$ cat src/rtl/zmc_banked_if.sv
// Z80-side bus bundle for zmc_banked: bank-port/memory strobes, address, mapped MA and status.
interface zmc_banked_if #(
  parameter int unsigned MA_W = 8
);
  logic            nSDRD0;
  logic            nSDMRD;
  logic [1:0]      SDA_L;
  logic [7:0]      SDA_U;
  logic [MA_W-1:0] MA;
  logic            BANK_CHG;
  logic            PEND;

  modport master (
    output nSDRD0, nSDMRD, SDA_L, SDA_U,
    input  MA, BANK_CHG, PEND
  );

  modport slave (
    input  nSDRD0, nSDMRD, SDA_L, SDA_U,
    output MA, BANK_CHG, PEND
  );
endinterface

$ cat src/rtl/zmc_banked.sv
// Z80 upper-32K banked window controller onto M-ROM; lower 32K passes through.
// Optional deferred commit across in-flight memory reads: define ZMC_DEFER_EN.
module zmc_banked #(
  parameter int unsigned MA_W    = 8,
  parameter int unsigned NUM_WIN = 4
) (
  input  logic         CLK,
  input  logic         nRESET,
  zmc_banked_if.slave  bus
);
  localparam int unsigned NW = 4;
  localparam logic [NW-1:0][MA_W-1:0] RST_WIN = {
    MA_W'(8'h02), MA_W'(8'h06), MA_W'(8'h0E), MA_W'(8'h1E)
  };

  logic [NW-1:0][MA_W-1:0] win_q, win_d;
  logic                    sdrd_q;
  logic                    bank_chg_q, bank_chg_d;
  logic                    ev_c;
  logic                    impl_c;
  logic [MA_W-1:0]         wval_c;
  logic [MA_W-1:0]         ma_c;
  logic [7:0]              a;

  assign a      = bus.SDA_U;
  assign ev_c   = bus.nSDRD0 & ~sdrd_q;
  assign impl_c = 32'(bus.SDA_L) < NUM_WIN;
  // Window k holds MA_W-k bits; wider-than-8 registers get zero upper bits.
  assign wval_c = MA_W'(bus.SDA_U) & ({MA_W{1'b1}} >> bus.SDA_L);

`ifdef ZMC_DEFER_EN
  logic [NW-1:0]           pv_q, pv_d;
  logic [NW-1:0][MA_W-1:0] pval_q, pval_d;
  logic                    pend_q, pend_d;

  assign pend_d = |pv_d;
`else
  logic unused_mrd;
  assign unused_mrd = bus.nSDMRD;
`endif

  // Next-state: pending commit first, then a fresh event overrides its own window.
  always_comb begin
    win_d      = win_q;
    bank_chg_d = 1'b0;
`ifdef ZMC_DEFER_EN
    pv_d   = pv_q;
    pval_d = pval_q;
    if (bus.nSDMRD && (|pv_q)) begin
      for (int k = 0; k < NW; k++) begin
        if (pv_q[k]) win_d[k] = pval_q[k];
      end
      pv_d       = '0;
      bank_chg_d = 1'b1;
    end
    if (ev_c && impl_c) begin
      if (!bus.nSDMRD) begin
        pv_d[bus.SDA_L]   = 1'b1;
        pval_d[bus.SDA_L] = wval_c;
      end else begin
        win_d[bus.SDA_L] = wval_c;
        bank_chg_d       = 1'b1;
      end
    end
`else
    if (ev_c && impl_c) begin
      win_d[bus.SDA_L] = wval_c;
      bank_chg_d       = 1'b1;
    end
`endif
  end

  always_ff @(posedge CLK or negedge nRESET) begin
    if (!nRESET) begin
      win_q      <= RST_WIN;
      sdrd_q     <= 1'b1;
      bank_chg_q <= 1'b0;
`ifdef ZMC_DEFER_EN
      pv_q       <= '0;
      pval_q     <= '0;
      pend_q     <= 1'b0;
`endif
    end else begin
      win_q      <= win_d;
      sdrd_q     <= bus.nSDRD0;
      bank_chg_q <= bank_chg_d;
`ifdef ZMC_DEFER_EN
      pv_q       <= pv_d;
      pval_q     <= pval_d;
      pend_q     <= pend_d;
`endif
    end
  end

  // Address decode W0 > W1 > W2 > W3; unimplemented windows fall back to identity.
  always_comb begin
    ma_c = MA_W'(a[7:3]);
    if (a[7]) begin
      if (a[6:4] == 3'b111) begin
        ma_c = win_q[0];
      end else if (a[6:4] == 3'b110) begin
        if (NUM_WIN > 1) ma_c = (win_q[1] << 1) | MA_W'(a[3]);
      end else if (a[6:5] == 2'b10) begin
        if (NUM_WIN > 2) ma_c = (win_q[2] << 2) | MA_W'(a[4:3]);
      end else begin
        if (NUM_WIN > 3) ma_c = (win_q[3] << 3) | MA_W'(a[5:3]);
      end
    end
  end

  assign bus.MA       = ma_c;
  assign bus.BANK_CHG = bank_chg_q;
`ifdef ZMC_DEFER_EN
  assign bus.PEND     = pend_q;
`else
  assign bus.PEND     = 1'b0;
`endif
endmodule

$ cat src/flat_wrapper.sv
// flat-port wrapper written by rule: the top's interface ports become plain ports
module zmc_banked_flat 
#(
  parameter int unsigned MA_W    = 8,
  parameter int unsigned NUM_WIN = 4
)
  (CLK, nRESET, bus_nSDRD0, bus_nSDMRD, bus_SDA_L, bus_SDA_U, bus_MA, bus_BANK_CHG, bus_PEND);
  zmc_banked_if #(.MA_W(MA_W)) bus_i ();
  input  logic CLK;
  input  logic nRESET;
  input wire logic [$bits(bus_i.nSDRD0)-1:0] bus_nSDRD0;
  input wire logic [$bits(bus_i.nSDMRD)-1:0] bus_nSDMRD;
  input wire logic [$bits(bus_i.SDA_L)-1:0] bus_SDA_L;
  input wire logic [$bits(bus_i.SDA_U)-1:0] bus_SDA_U;
  output wire logic [$bits(bus_i.MA)-1:0] bus_MA;
  output wire logic [$bits(bus_i.BANK_CHG)-1:0] bus_BANK_CHG;
  output wire logic [$bits(bus_i.PEND)-1:0] bus_PEND;
  assign bus_i.nSDRD0 = bus_nSDRD0;
  assign bus_i.nSDMRD = bus_nSDMRD;
  assign bus_i.SDA_L = bus_SDA_L;
  assign bus_i.SDA_U = bus_SDA_U;
  assign bus_MA = bus_i.MA;
  assign bus_BANK_CHG = bus_i.BANK_CHG;
  assign bus_PEND = bus_i.PEND;
  zmc_banked #(.MA_W(MA_W), .NUM_WIN(NUM_WIN)) u_core (.CLK(CLK), .nRESET(nRESET), .bus(bus_i));
endmodule
$ cat config.mk
export PLATFORM = sky130hd
export DESIGN_NAME = zmc_banked_flat
export DESIGN_NICKNAME = d
export VERILOG_FILES = /design/src/rtl/zmc_banked_if.sv /design/src/rtl/zmc_banked.sv /design/src/flat_wrapper.sv
export SDC_FILE = /design/constraint.sdc
export NUM_CORES = 1
export LEC_CHECK = 0
export CAP_MARGIN = 15
export CORE_ASPECT_RATIO = 0.75
export CORE_UTILIZATION = 46
export CTS_BUF_LIST = sky130_fd_sc_hd__clkbuf_16
export DETAILED_ROUTE_END_ITERATION = 12
export PLACE_DENSITY = 0.7
export SLEW_MARGIN = 40
export SYNTH_ARGS = -nofsm -noshare
export SYNTH_HDL_FRONTEND = slang
export SYNTH_SLANG_ARGS = --single-unit
$ cat constraint.sdc
create_clock -name CLK -period 1.29 [get_ports CLK]
set_clock_uncertainty 0.05 [all_clocks]
set_input_delay 0.258 -clock CLK [delete_from_list [all_inputs] [get_ports CLK]]
set_output_delay 0.258 -clock CLK [all_outputs]
set_load 0.1 [all_outputs]
==> reports/results.ini, run 1 <==
[outcome]
outcome=complete, but fails checks
violations=setup timing

[logic_synthesis]
async_reset_ff_frac=1.000
synth_mux_area_frac=0.2707
synth_fa_ha_area_frac=0
synth_warnings=0
ys.flop_type=dfrtp_1
ys_ff_latch=28
yosysMostFrequentCell=mux2_2
synth-edff-count=0
synthXorXnorAreaFrac=0
avgSynthCellArea_sq_um=13.87
synth_top_area_cell=dfrtp_1
synth_fp_nets=111
syn_inst=97
synth-simple-area-share=0.1135
synth-compound-area-share=0.05674
synth.cell_area_sq_mm=0.001345
synth-seq-area-share=0.5312
synth_cell_types=25
synth_commonest_cells=27 x mux2_2, 17 x dfrtp_1, 11 x dfstp_2
synth_area_leaders=dfrtp_1 32%, mux2_2 23%, dfstp_2 21%, mux2i_1 4.5%, o221ai_1 2.6%
synth_top_family_by_area=multiplexers
synth_top_cell_area_share=0.3163

[timing]
finalMaxSlewViolations=0
fin_ws_ns=-0.4015
final.setup.tns_ns=-2.232
hold_viol=0
hold_ws_ns=0.3001
min_period_ns=1.691
period_share=1.311
setup-violations-final=21
grt_setup_unrepaired=true
max_freq_mhz=591.2

[global_routing]
grt_overflow=0
antenna_found_initial=0
grt.total_usage=0.2565
grt_pass1_wl_mm=5.871
grt_max_degree=29
grt_pass1_vias=1123

[worst_setup_path]
cp-end-kind=primary output
crit_path_max_fanout=2
cp_slowest_stage_delay_ns=0.56
crit_required_ns=0.98
path_delay_family=flip-flops
crit_type=reg2out
critPathLaunchType=flop
cp_cell_sequence=mux2i_4 -> a211oi_4 -> buf_12
worstPathBufferInverterCount=1
arrival_ns=1.38
slowest_stage=dfstp_2

[place]
place_ws_ns=-0.6499
gp_congestion=0.7888
dp_cells=162
hpwl_mm=2.203
numPortBuffers=21

[clock_network]
clk_latency_ns=0.26
ctsLongestPathBuffers=2
numCtsBuffers=3
path_clk_slew_ns=0.06
h-tree-depth=1
cts.sinks=28
tritoncts=yes
cts_hold_buf=0
cts_root_buf=clkbuf_16

[route]
drc=0
vias=1013
wl_per_cell_microns=19.99
via_per_inst=5.756
final_antenna_net_count=0
first_iter_violations=69
drt-total-wl_mm=3.518
drt_pre_antenna_iters=4

[pwr]
ir_drop_mv=0.8472
powerDensity_mw_per_mm2=1372
p_leak_nw=0.9744
totalPowerFinal_mw=3.105

[finish]
nets=155
drive_above_1_share=0.7357
antenna_cells=0
area_growth_pct=68.28
fillCellCount=132
stdcell_count=176

[floorplanning]
die_h_microns=48.83
core.rowCount=16
die_area_sq_mm=0.003147
start_util=0.5014
coreArea_sq_mm=0.002683
io_pins=24
die_w_microns=64.44

[worst_hold_path]
hp-class=in2async

[run]
cap_violations=0

==> registers in the layout (all words and copies together), names as in the netlist <==
signal / count
u_core.win_q: 26
u_core.bus.BANK_CHG: 1
u_core.sdrd_q: 1
==> per-layer routing <==
metal | GRT usage | part of all wire | wire (microns)
met5 | 0 | 0 | 0
met4 | 0.05185 | 0.015 | 54
met3 | 0.05841 | 0.036 | 126
met2 | 0.4246 | 0.50 | 1747
met1 | 0.3467 | 0.45 | 1589
==> stage by stage <==
step           instance area (sq um)  utilization
6_report                        2263       0.8438
5_1_grt                         2263       0.8438
4_1_cts                         2251       0.8391
2_1_floorplan                   1603            -
3_5_place_dp                    1994       0.7435
3_3_place_gp                    1994       0.7435
==> area by class of cell <==
class	count	area (sq um)	share of cell area
clock buffer	3	75.07	0.03317
clock inverter	1	3.754	0.001658
multi-input combinational	62	893.4	0.3947
sequential	28	714.4	0.3156
tap	36	45.04	0.01990
timing repair buffer	46	531.8	0.2349
==> path summary, 6_finish.rpt <==
path	end	startpoint	slack, ns	cells after the start
setup / recovery	bus_MA[3]	u_core.win_q[3]	-0.40	3
hold / removal	u_core.win_q[7]	nRESET	0.30	2
setup reg to reg	u_core.win_q[12]	u_core.sdrd_q	-0.05	2
hold reg to reg	u_core.win_q[16]	u_core.win_q[16]	0.47	1
max in group asynchronous	u_core.win_q[17]	nRESET	0.66	2
min in group CLK	u_core.win_q[4]	bus_SDA_U[4]	0.33	3
==> layout by cell type (no fill, tap or decap), types with 3 or more instances in the layout <==
cell / count
nand3b_1: 4
dlygate4sd2_1: 3
mux2_2: 6
clkdlybuf4s50_1: 4
nand2b_4: 4
clkbuf_16: 3
buf_12: 10
mux2_4: 21
mux2i_4: 4
o221ai_4: 4
buf_4: 17
dfrtp_1: 17
buf_6: 8
dfstp_2: 11
==> timing repair <==
action                     in CTS  in global routing
setup endpoints to repair      34                 32
resized for setup              52                  4
pin swaps                       8                  3
setup buffers                   9                  2
==> power breakdown <==
| group | total [mW] | switching [mW] | leakage [nW] | internal, mW |
|---|---|---|---|---|
| clock network | 0.692 | 0.277 | 0.0423 | 0.415 |
| registers | 1.29 | 0.170 | 0.320 | 1.12 |
| logic | 1.12 | 0.536 | 0.612 | 0.588 |
==> cells by family after synthesis <==
kind of cell / after synthesis
mux: 33
flops: 28
simple gates: 18
compound gates: 10
buf+inv: 7
other cells: 1
Power figures use the tool's default switching activity.
==> inputs of run 2 (changes only) <==
--- a/config.mk
+++ b/config.mk
@@ -11,6 +11,7 @@
 export CTS_BUF_LIST = sky130_fd_sc_hd__clkbuf_16
 export DETAILED_ROUTE_END_ITERATION = 12
 export PLACE_DENSITY = 0.7
+export SKIP_CTS_REPAIR_TIMING = 1
 export SLEW_MARGIN = 40
 export SYNTH_ARGS = -nofsm -noshare
 export SYNTH_HDL_FRONTEND = slang
==> run 2 against run 1 <==
Net effect: the flow still finishes with violations (setup timing); power fell by 0.68%; via count fell by 3.9%; first-iteration DRC count fell by 41%; clock-buffer cell count did not move; critical path depth did not move; wire length fell by 1.9%; cell count fell by 1.7%; critical path type unchanged; combinational power barely moved.
==> reports/results.ini, run 2 (synthesis results as in run 1) <==
[pwr]
switching_share=0.3170
share_comb_of_total_power=0.357
totalPowerFinal_mw=3.083
powerDensity_mw_per_mm2=1380
pwr-share-seq=0.417
internal_power_mw=2.106
p_leak_nw=0.9800
p_switching_mw=0.9776
clkPwrFrac=0.227
ir_drop_mv=1.086

[worst_setup_path]
arrival_ns=1.40
cp-end-kind=primary output
crit_required_ns=0.98
critPathLaunchType=flop
crit_path_max_fanout=2
crit_type=reg2out

[timing]
hold_ws_ns=0.2594
hold_viol=0
finalMaxSlewViolations=0
setup-violations-final=24
max_freq_mhz=586.5
period_share=1.322
min_period_ns=1.705
fin_ws_ns=-0.4151
grt_setup_unrepaired=true

[route]
wl_per_cell_microns=19.94
vias=973
drc=0
first_iter_violations=41
final_antenna_net_count=0
drt-total-wl_mm=3.450
via_per_inst=5.624
drt_pre_antenna_iters=4

[finish]
antenna_cells=0
layout_common_cells=21 x mux2_4, 17 x dfrtp_1, 14 x buf_4
largest_register_ffs=26
fillCellCount=142
area_growth_pct=66.14
largest-register=u_core.win_q
stdcell_area_sq_mm=0.002235
nets=152
drive_above_1_share=0.7299
final_common_cell=mux2_4
fin_util=0.8330

[clock_network]
numCtsBuffers=3
tritoncts=yes
cts_root_buf=clkbuf_16
cts.sinks=28
clk_latency_ns=0.26
path_clk_slew_ns=0.07
ctsLongestPathBuffers=2
h-tree-depth=1

[global_routing]
grt_pass1_wl_mm=4.954
grt.total_usage=0.2128
grt_overflow=0
grt_pass1_vias=993
antenna_found_initial=0
grt_max_degree=29

[floorplanning]
die_h_microns=48.83
die_w_microns=64.44
die_area_sq_mm=0.003147
io_pins=24
start_util=0.5014
core.rowCount=16
coreArea_sq_mm=0.002683

[place]
numPortBuffers=21
postPlaceCellArea_sq_mm=0.001994
hpwl_mm=2.203
gp_congestion=0.7888
place_ws_ns=-0.6499

[run]
cap_violations=0

[worst_hold_path]
hp-class=in2reg

[outcome]
violations=setup timing
outcome=complete, but fails checks

==> run 2: through the flow <==
stage | TNS, ns | instances
3_3_place_gp | -14.94 | 162
2_1_floorplan | -2.722 | 97
3_5_place_dp | -15.74 | 162
4_1_cts | -9.093 | 166
6_report | -2.640 | 173
5_1_grt | -3.837 | 173
==> run 2: power groups by stage <==
stage               combinational (mW)  clock [mW]  sequential, mW
finish                            1.10       0.698            1.28
global route                      1.14       0.736            1.30
CTS                              0.987       0.709            1.25
detailed placement               0.985           0            1.27
floorplan                        0.693           0            1.24
global placement                 0.962           0            1.26
==> run 2: area by class of cell <==
type / count / area [sq um] / area share
Clock buffer: 3 / 75.07 / 0.03359
Clock inverter: 1 / 3.754 / 0.001680
Multi-Input combinational cell: 62 / 884.6 / 0.3959
Sequential cell: 28 / 714.4 / 0.3197
Tap cell: 36 / 45.04 / 0.02016
Timing Repair Buffer: 43 / 511.7 / 0.2290
==> run 2: layer usage <==
layer  part of all wire  vias to the layer above  track usage
met1               0.45                      500       0.3062
li1                   -                      442            -
met5                  0                        -            0
met3              0.032                        9      0.05607
met2               0.50                       22       0.3228
met4              0.021                        0      0.04815
==> run 2: path summary, 6_finish.rpt <==
path	start	end	slack (ns)	depth (start not counted)
min	bus_nSDRD0	u_core.sdrd_q	0.26	2
min reg2reg	u_core.win_q[26]	u_core.win_q[26]	0.48	1
max	u_core.win_q[3]	bus_MA[3]	-0.42	3
max reg2reg	u_core.sdrd_q	u_core.win_q[5]	-0.08	3
max in group asynchronous	nRESET	u_core.win_q[1]	0.66	2
min in group asynchronous	nRESET	u_core.win_q[7]	0.30	2
==> run 2: worst max-delay path, cell delays in order (launching register included) <==
cell,delay [ns]
dfstp_2,0.56
mux2i_4,0.08
a211oi_4,0.27
buf_12,0.21
==> inputs of run 3 (changes only) <==
--- a/config.mk
+++ b/config.mk
@@ -5,7 +5,7 @@
 export SDC_FILE = /design/constraint.sdc
 export NUM_CORES = 1
 export LEC_CHECK = 0
-export CAP_MARGIN = 15
+export CAP_MARGIN = 20
 export CORE_ASPECT_RATIO = 0.75
 export CORE_UTILIZATION = 46
 export CTS_BUF_LIST = sky130_fd_sc_hd__clkbuf_16
==> results of run 3 <==
Same layout as run 2: the final DEF is identical, and so are final timing and power.
